<file path="src/rtl/dsp_pkg.sv">
// Shared constants for the MAC slice: opmode bit positions and width.
package dsp_pkg;

    localparam int unsigned OPMODE_W = 5;

    // Bit positions inside the per-beat opmode word
    localparam int unsigned OPM_PRE_EN   = 0;
    localparam int unsigned OPM_PRE_SUB  = 1;
    localparam int unsigned OPM_ACC      = 2;
    localparam int unsigned OPM_POST_SUB = 3;
    localparam int unsigned OPM_CLR      = 4;

    typedef logic [OPMODE_W-1:0] opmode_t;

endpackage

</file>
<file path="src/rtl/dsp_pipe_stage.sv">
// Generic pipeline register: loads on enable, clears on asynchronous reset.
module dsp_pipe_stage #(
    parameter int unsigned W = 1
) (
    input  logic         clk,
    input  logic         rst,
    input  logic         en,
    input  logic [W-1:0] d,
    output logic [W-1:0] q
);

    // Stage register; holds its value while the pipeline is stalled
    always_ff @(posedge clk or posedge rst) begin
        if (rst) begin
            q <= '0;
        end else if (en) begin
            q <= d;
        end
    end

endmodule

</file>
<file path="src/rtl/dsp_mac_pipe.sv">
// Signed pre-add / multiply / post-add-accumulate slice with valid/ready flow control,
// optional multiplier register and saturating or wrapping post-adder.
module dsp_mac_pipe
    import dsp_pkg::*;
#(
    parameter int unsigned A_W  = 18,
    parameter int unsigned B_W  = 18,
    parameter int unsigned C_W  = 48,
    parameter int unsigned P_W  = 48,
    parameter int unsigned MREG = 1,
    parameter int unsigned SAT  = 1
) (
    input  logic                clk,
    input  logic                rst,
    input  logic                in_valid,
    output logic                in_ready,
    input  logic [A_W-1:0]      a_in,
    input  logic [B_W-1:0]      b_in,
    input  logic [B_W-1:0]      d_in,
    input  logic [C_W-1:0]      c_in,
    input  logic [OPMODE_W-1:0] opmode,
    output logic                out_valid,
    input  logic                out_ready,
    output logic [P_W-1:0]      p_out,
    output logic                ovf
);

    localparam int unsigned M_W  = A_W + B_W + 1;
    localparam int unsigned S1_W = A_W + 2 * B_W + C_W + OPMODE_W;
    localparam int unsigned S2_W = P_W + C_W + 3;

    localparam logic [P_W-1:0] SAT_MAX = {1'b0, {(P_W - 1){1'b1}}};
    localparam logic [P_W-1:0] SAT_MIN = {1'b1, {(P_W - 1){1'b0}}};

    // A stalled, full output freezes every stage at once
    logic en;
    assign en       = !(out_valid && !out_ready);
    assign in_ready = en;

    // ---------------- S1: operand capture ----------------
    logic [S1_W-1:0]        s1_q;
    logic                   v1_q;
    logic signed [A_W-1:0]  a1;
    logic signed [B_W-1:0]  b1;
    logic signed [B_W-1:0]  d1;
    logic signed [C_W-1:0]  c1;
    logic [OPMODE_W-1:0]    opm1;

    dsp_pipe_stage #(.W(S1_W)) u_s1 (
        .clk (clk),
        .rst (rst),
        .en  (en),
        .d   ({a_in, b_in, d_in, c_in, opmode}),
        .q   (s1_q)
    );

    dsp_pipe_stage #(.W(1)) u_v1 (
        .clk (clk),
        .rst (rst),
        .en  (en),
        .d   (in_valid),
        .q   (v1_q)
    );

    assign {a1, b1, d1, c1, opm1} = s1_q;

    // ---------------- Pre-adder and multiplier ----------------
    logic signed [B_W:0]   pre_sum;
    logic signed [B_W:0]   mult_b;
    logic signed [M_W-1:0] prod;
    logic signed [P_W-1:0] m1;

    // Pre-adder is one bit wider than its operands so it can never overflow
    always_comb begin
        pre_sum = (B_W + 1)'(d1) + (B_W + 1)'(b1);
        if (opm1[OPM_PRE_SUB]) begin
            pre_sum = (B_W + 1)'(d1) - (B_W + 1)'(b1);
        end
        mult_b = opm1[OPM_PRE_EN] ? pre_sum : (B_W + 1)'(b1);
        prod   = M_W'(a1) * M_W'(mult_b);
        m1     = P_W'(prod);
    end

    // ---------------- S2: optional multiplier register ----------------
    // C and the post-add opmode bits travel alongside M so they stay with their beat
    logic [S2_W-1:0]       s2_d;
    logic [S2_W-1:0]       s2_q;
    logic                  v2;
    logic signed [P_W-1:0] m2;
    logic signed [C_W-1:0] c2;
    logic                  clr2;
    logic                  sub2;
    logic                  acc2;

    assign s2_d = {m1, c1, opm1[OPM_CLR], opm1[OPM_POST_SUB], opm1[OPM_ACC]};

    if (MREG != 0) begin : g_mreg
        dsp_pipe_stage #(.W(S2_W)) u_s2 (
            .clk (clk),
            .rst (rst),
            .en  (en),
            .d   (s2_d),
            .q   (s2_q)
        );

        dsp_pipe_stage #(.W(1)) u_v2 (
            .clk (clk),
            .rst (rst),
            .en  (en),
            .d   (v1_q),
            .q   (v2)
        );
    end else begin : g_no_mreg
        assign s2_q = s2_d;
        assign v2   = v1_q;
    end

    assign {m2, c2, clr2, sub2, acc2} = s2_q;

    // ---------------- Z mux, post-adder, saturation ----------------
    logic [P_W-1:0]        p_q;
    logic                  ovf_q;
    logic signed [P_W-1:0] z;
    logic signed [P_W:0]   post_sum;
    logic [P_W-1:0]        res;
    logic                  ovf_d;

    // Post-add one bit wider than P; disagreeing top bits mean the result does not fit
    always_comb begin
        z = P_W'(c2);
        if (acc2) begin
            z = p_q;
        end
        if (clr2) begin
            z = '0;
        end
        post_sum = (P_W + 1)'(z) + (P_W + 1)'(m2);
        if (sub2) begin
            post_sum = (P_W + 1)'(z) - (P_W + 1)'(m2);
        end
        ovf_d = post_sum[P_W] ^ post_sum[P_W-1];
        res   = post_sum[P_W-1:0];
        if (ovf_d && (SAT != 0)) begin
            res = post_sum[P_W] ? SAT_MIN : SAT_MAX;
        end
    end

    // ---------------- S3: P register and output valid ----------------
    logic [P_W:0] p_stage_q;

    // P only moves on a real beat, so bubbles never disturb the accumulator
    dsp_pipe_stage #(.W(P_W + 1)) u_p (
        .clk (clk),
        .rst (rst),
        .en  (en && v2),
        .d   ({res, ovf_d}),
        .q   (p_stage_q)
    );

    dsp_pipe_stage #(.W(1)) u_vout (
        .clk (clk),
        .rst (rst),
        .en  (en),
        .d   (v2),
        .q   (out_valid)
    );

    assign {p_q, ovf_q} = p_stage_q;
    assign p_out        = p_q;
    assign ovf          = ovf_q;

endmodule

</file>
<file path="config.mk">
export PLATFORM = sky130hd
export DESIGN_NAME = dsp_mac_pipe
export DESIGN_NICKNAME = d
export VERILOG_FILES = /design/src/rtl/dsp_pkg.sv /design/src/rtl/dsp_pipe_stage.sv /design/src/rtl/dsp_mac_pipe.sv
export SDC_FILE = /design/constraint.sdc
export NUM_CORES = 2
export LEC_CHECK = 0
export BUFFER_PORTS_ARGS = -buffer_cell sky130_fd_sc_hd__buf_2
export CAP_MARGIN = 40
export CORE_MARGIN = 2
export CORE_UTILIZATION = 58
export DETAILED_ROUTE_END_ITERATION = 12
export PLACE_DENSITY = 0.8
export SLEW_MARGIN = 10
export SYNTH_ARGS = -nofsm -noshare
export SYNTH_HDL_FRONTEND = slang
export SYNTH_SLANG_ARGS = --single-unit
</file>
<file path="constraint.sdc">
create_clock -name clk -period 9.5 [get_ports clk]
set_input_delay 0 -clock clk [delete_from_list [all_inputs] [get_ports clk]]
set_output_delay 0 -clock clk [all_outputs]
set_load 0.02 [all_outputs]
</file>
# Word-level counts from Yosys, hierarchy flattened
# Cells that the tools add are included.
# op_classes
bitwise	1
n_reduce_logical	4
n_addsub	4
muxes	7
multipliers	1
# op_table
op	count
2-to-1 mux 48 bit	4
adder 48 x 37 -> 49 bit	1
2-to-1 mux 49 bit	1
subtractor 48 x 37 -> 49 bit	1
2-to-1 mux 19 bit	2
multiplier 18 x 19 -> 37 bit	1
adder 18 x 18 -> 19 bit	1
subtractor 18 x 18 -> 19 bit	1
logical AND 1 bit	2
zero test 1 bit	2
XOR 1 bit	1
# totals
wordCells	23
reg_bits	247

# Depth between registers and ports, before layout
# logic_depth
word_depth	6
ltp_mapped	41
depth_no_buf	40

# Hierarchy
# Synthesis repeated with hierarchy kept, for this count alone.
# hier_totals
cells_unflattened	2890
hier_area_um2	28760.1
# modules_own_cells
module	area_each_um2	seq_area_each_um2	cells_each	instances
dsp_mac_pipe	18963.2	0.0	2340	1
dsp_pipe_stage at u_s1	4090.2	2677.6	227	1
dsp_pipe_stage at g_mreg.u_s2	3707.3	2477.4	210	1
dsp_pipe_stage at u_p	1868.0	1226.2	104	1
dsp_pipe_stage at g_mreg.u_v2 ...	43.8	25.0	3	3

# Worst setup path before layout
# Ideal clock, no wire load.
# synth_path
path_type	register -> register
from	register u_s1.q[80]
to	register g_mreg.u_s2.q[86]
slack_ns	0.408
arrival_time_ns	9.023
stages_incl_launch_ff	36
setup_ns	0.069
path_buffers	1
required_ns	9.431
cell_sequence	dfrtp_1 > or4_1 > nor3b_1 > a21oi_1 > xnor2_1 > ha_1 > or3_1 > or3_1 > a21o_1 > a41o_1 > xnor2_1 > a21oi_1 > clkbuf_1 > nand2_1 > fa_1 > inv_1 > fa_1 > inv_1 > fa_1 > inv_1 > fa_1 > fa_1 > inv_1 > fa_1 > inv_1 > ha_1 > a21oi_1 > nor2b_1 > o21a_1 > o21ai_0 > o211ai_1 > a21o_1 > a31oi_1 > o21ai_0 > or4b_2 > nand3_1
# synth_via
elab_chain_cells	4
word_cells_on_any_way	5
cone_classes	2 x add/sub; 1 x mul; 2 x mux
# synth_rtl
item	line	rtl
start, declared	dsp_pipe_stage.sv:9	output logic [W-1:0] q
start signal, assigned	dsp_pipe_stage.sv:15	q <= '0;
start signal, assigned	dsp_pipe_stage.sv:17	q <= d;
adder 18 x 18 -> 19 bit or subtractor 18 x 18 -> 19 bit (tied branches)	dsp_mac_pipe.sv:75, dsp_mac_pipe.sv:77	
2-to-1 mux 19 bit	dsp_mac_pipe.sv:76	if (opm1[OPM_PRE_SUB]) begin
2-to-1 mux 19 bit (*)	dsp_mac_pipe.sv:79	mult_b = opm1[OPM_PRE_EN] ? pre_sum : (B_W + 1)'(b1);
multiplier 18 x 19 -> 37 bit (*)	dsp_mac_pipe.sv:80	prod = M_W'(a1) * M_W'(mult_b);
end signal, assigned	dsp_pipe_stage.sv:15	
end signal, assigned	dsp_pipe_stage.sv:17	
end, declared	dsp_pipe_stage.sv:9	
# Every way passes the cells marked *; elsewhere a longest branch is shown, timed or not.
# A chain may end at the register's enable or synchronous reset.

# Final worst setup path
# layout_path
from	register u_s1.q[72]
to	register g_mreg.u_s2.q[86]
# The elaborated chain is that of the path after synthesis.

==> results.md <==
- The count of unresolved DRC violations after routing is 0.
- The critical path is of the reg2reg type.
- The worst hold path belongs to the class in2reg.
- The clock arrives with 17.0 ps of skew.
- The worst path needs 9200 ps of the cycle, external delays included.
- The number of max-cap violations is 0.
- The worst reg2reg path depth is 39.
- The final-report max-slew violation count is 0.
- Of all flip-flops after synthesis, the portion carrying an async set or reset was 1.00.
- In the global route stage, overall resource usage came out at 0.302.
- The part of the cycle the worst path needs is 0.968.
- The largest fanout on the critical path is 11.
- Entering global routing, the biggest net connects 191 pins.
- The endpoint of the most critical register-to-register path is g_mreg.u_s2.q[86].
- The later pin in the worst-skew pair is clocked with a latency of 590 ps.
- The clock drives 247 sinks.
- The final layout contains routed wiring with a total length of 74,200 um.
- The number of violations reported at the end of detailed-routing iteration 0 is 1,947.
- The final worst hold slack is 88.9 ps.
- The most critical setup path has its endpoint at g_mreg.u_s2.q[86].
- The startpoint of the worst register-to-register path is u_s1.q[72].
- The final setup TNS is 0 ps.
- In the layout the commonest cells are 781 x nand2_1, 421 x inv_1, 340 x fa_1.
- The launching instance or port of the critical path is u_s1.q[72].
- For flop-to-flop paths, the worst setup slack is 300 ps.
- Broken down by cell family, the worst path's largest delay share belongs to adder cells.
- The distinct cell type count after synthesis is 70.
- Before CTS, the worst setup slack after placement is -98.7 ps.
- Headroom to the max-slew limit came out at 0.402.
- The worst setup path is captured at a flop.
- The data required time of the worst path is 10,010 ps.
- The critical path crosses 39 cells after its start point.
- The number of antenna violations at the first check in global routing is 0.
- The H-tree depth reported by CTS is 1.
- Routability-driven placement finished with a final weighted congestion of 0.954.
- The clock-pin slew on the worst setup and hold paths is 60 ps.
- The maximum cell stage delay along the critical path is 660 ps.
- The arrival time of data at the critical path endpoint is 9710 ps.
- Setup violations remaining at the end of the flow were counted as 0.
- The worst setup path is launched from a flop.
- The starting density of the core is 0.585.
- The number of warning messages in the yosys log is 0.
- The total half-perimeter wirelength after legalization and detailed placement is 53,600 um.
- Global routing finished with a remaining overflow of 0.
- In this run the horizontal extent of the chip is 223 um.
- The die extent in y is 223 um.
- The floorplan step defined a die boundary enclosing 49,600 um^2.
- The first detailed-routing pass took 5 iterations.
- The wire length per cell after detailed routing is 18.0 um.
- Counting flops with a built-in enable in the synthesized netlist gives 0.
- Counting both buffers and inverters, the worst setup path holds a total of 9.
- In this run the remaining antenna-violating nets after routing total 0.
- The area used by sequential logic in the layout is 6180 um^2.
- The via count of the first global-routing pass is 23,473.
- The final count of hold timing violations came to 0.
- The number of vias in the routed layout is 23,231.
- Synthesis handed over a netlist of 3,276 instances.
- The antenna diode count is 0.
- The library cell used most frequently in the layout, excluding fill and tap cells, is nand2_1.
- Measured on the finished design, the core utilization comes to 0.665.
- 162 I/O pins were placed.
- The post-detailed-route via-to-cell ratio is 5.65.
- No sink is reached through more buffers than the 3 on the longest clock path.
- The flow ran to the end, and the final reports show no timing, DRC or antenna violations.
- When the netlist entered floorplanning its net count stood at 3,892.
- The wire length of the first global-routing pass is 121,000 um.
- The area of the mapped netlist is 27,800 um^2.
- The worst-margin pin slew is 897 ps.
- The area of the multi-input gates is 19,500 um^2.
- The cell that appears most often on the critical path is inv_1.
- Clock tree synthesis selected as its root buffer the cell clkbuf_16.
- The number of fill cells is 3,654.
- The flip-flop and latch count after synthesis is 247.
- The per-instance average area after synthesis is 8.47 um^2.
- The sequential fraction of the synthesis area is 0.223.
- Of the cells placed in the final design, the portion with a size suffix greater than 1 is 0.0986.
- The floorplan core area is 47,400 um^2.
- The total CTS buffers is 29.
- The least setup slack across all paths after layout is 304 ps.
- The count of standard-cell rows is 80.
- The area growth from synthesis to layout is 13.7%.
- Among all stages on the critical path, the largest delay is contributed by fa_2.
- Port buffering added 161 buffers.
- The commonest register cell after synthesis is dfrtp_1.
- Derived from the worst setup path, the maximum achievable clock frequency is 109 MHz.
- The net count of the finished layout is 4,092.
- The CTS tree is done.
==> flip-flops by register name, summed over array words and instances (netlist names) <==
register	count
u_s1.q	107
g_mreg.u_s2.q	88
u_p.q	49
g_mreg.u_v2.q	1
u_v1.q	1
u_vout.q	1
==> Yosys cell counts (all sizes together), types with 6 or more instances <==
cell type / n / area (um^2)
nor3b: 6 / 45.0
or3: 6 / 37.5
and3: 13 / 81.3
nand4: 12 / 75.1
a21o: 37 / 278
and2: 151 / 945
fa: 341 / 6830
mux2i: 52 / 521
nor3: 25 / 136
mux2: 13 / 146
o211ai: 6 / 45.0
or2: 8 / 50.1
clkbuf: 141 / 529
nand2b: 14 / 87.6
o31ai: 25 / 233
a211oi: 19 / 143
xnor2: 116 / 1020
dfrtp: 247 / 6180
maj3: 17 / 170
o21a: 22 / 165
a31oi: 24 / 150
and4: 6 / 52.6
inv: 425 / 1600
ha: 164 / 2050
buf: 17 / 88.8
a311oi: 6 / 70.1
a21oi: 137 / 697
nor2: 175 / 657
nand2: 783 / 2940
nand3: 19 / 95.1
o21ai: 117 / 586
o21bai: 14 / 105
xor2: 32 / 280
nor2b: 24 / 150
==> tightest hold or removal path, delay by kind of cell <==
kind | cells | cell delay, ps
buffers and inverters | 2 | 390
and+or+nand+nor | 3 | 250
==> stage by stage <==
stage / instances / instance area (um^2)
2_1_floorplan: 3276 / 27800
3_3_place_gp: 3935 / 29100
3_5_place_dp: 3938 / 29200
4_1_cts: 4101 / 31300
5_1_grt: 4114 / 31600
6_report: 4114 / 31600
==> worst min-delay path by stage <==
stage,start,end,slack [ps],depth (start not counted)
final,out_ready,g_mreg.u_s2.q[36],90,5
after global routing,out_ready,g_mreg.u_s2.q[36],140,5
after CTS,rst,u_s1.q[59],110,3
after detailed placement,rst,u_s1.q[60],180,2
after global placement,rst,u_s1.q[62],180,2
after floorplan,c_in[5],u_s1.q[10],110,2
==> kinds of logic (layout without fill, tap and decap cells) <==
logic type,Yosys count,in the layout,share of synthesized area
flops,247,247,0.223
mux,65,65,0.0240
compound gates,447,447,0.102
xor+xnor,148,148,0.0467
fa+ha+maj,522,522,0.326
simple gates,1262,1262,0.199
buf+inv,585,808,0.0800
==> area by class of cell <==
class	count	share of cell area
Timing Repair Buffer	327	0.0772
Clock buffer	43	0.0272
Tap cell	615	0.0244
Clock inverter	11	0.00496
Sequential cell	247	0.196
Inverter	427	0.0512
Multi-Input combinational cell	2444	0.619
==> metal layers <==
| metal | global-route usage | part of all wire | vias up |
|---|---|---|---|
| li1 | - | - | 10749 |
| met1 | 0.400 | 0.42 | 11512 |
| met2 | 0.515 | 0.49 | 792 |
| met3 | 0.0372 | 0.058 | 178 |
| met4 | 0.104 | 0.038 | 0 |
| met5 | 0 | 0 | - |
==> what timing repair did <==
| item | 4_1_cts | 5_1_grt |
|---|---|---|
| pin swaps | 0 | 8 |
| resized for setup | 4 | 31 |
| gates cloned | 0 | 1 |
| setup endpoints to repair | 1 | 12 |
| buffers inserted | 0 | 11 |
| endpoints found under the hold margin | 206 | 0 |
| hold buffers | 109 | 0 |
Power is left out: the tool's default activity adds up to more than one toggle a clock period on the data nets, which glitch-free logic cannot reach.
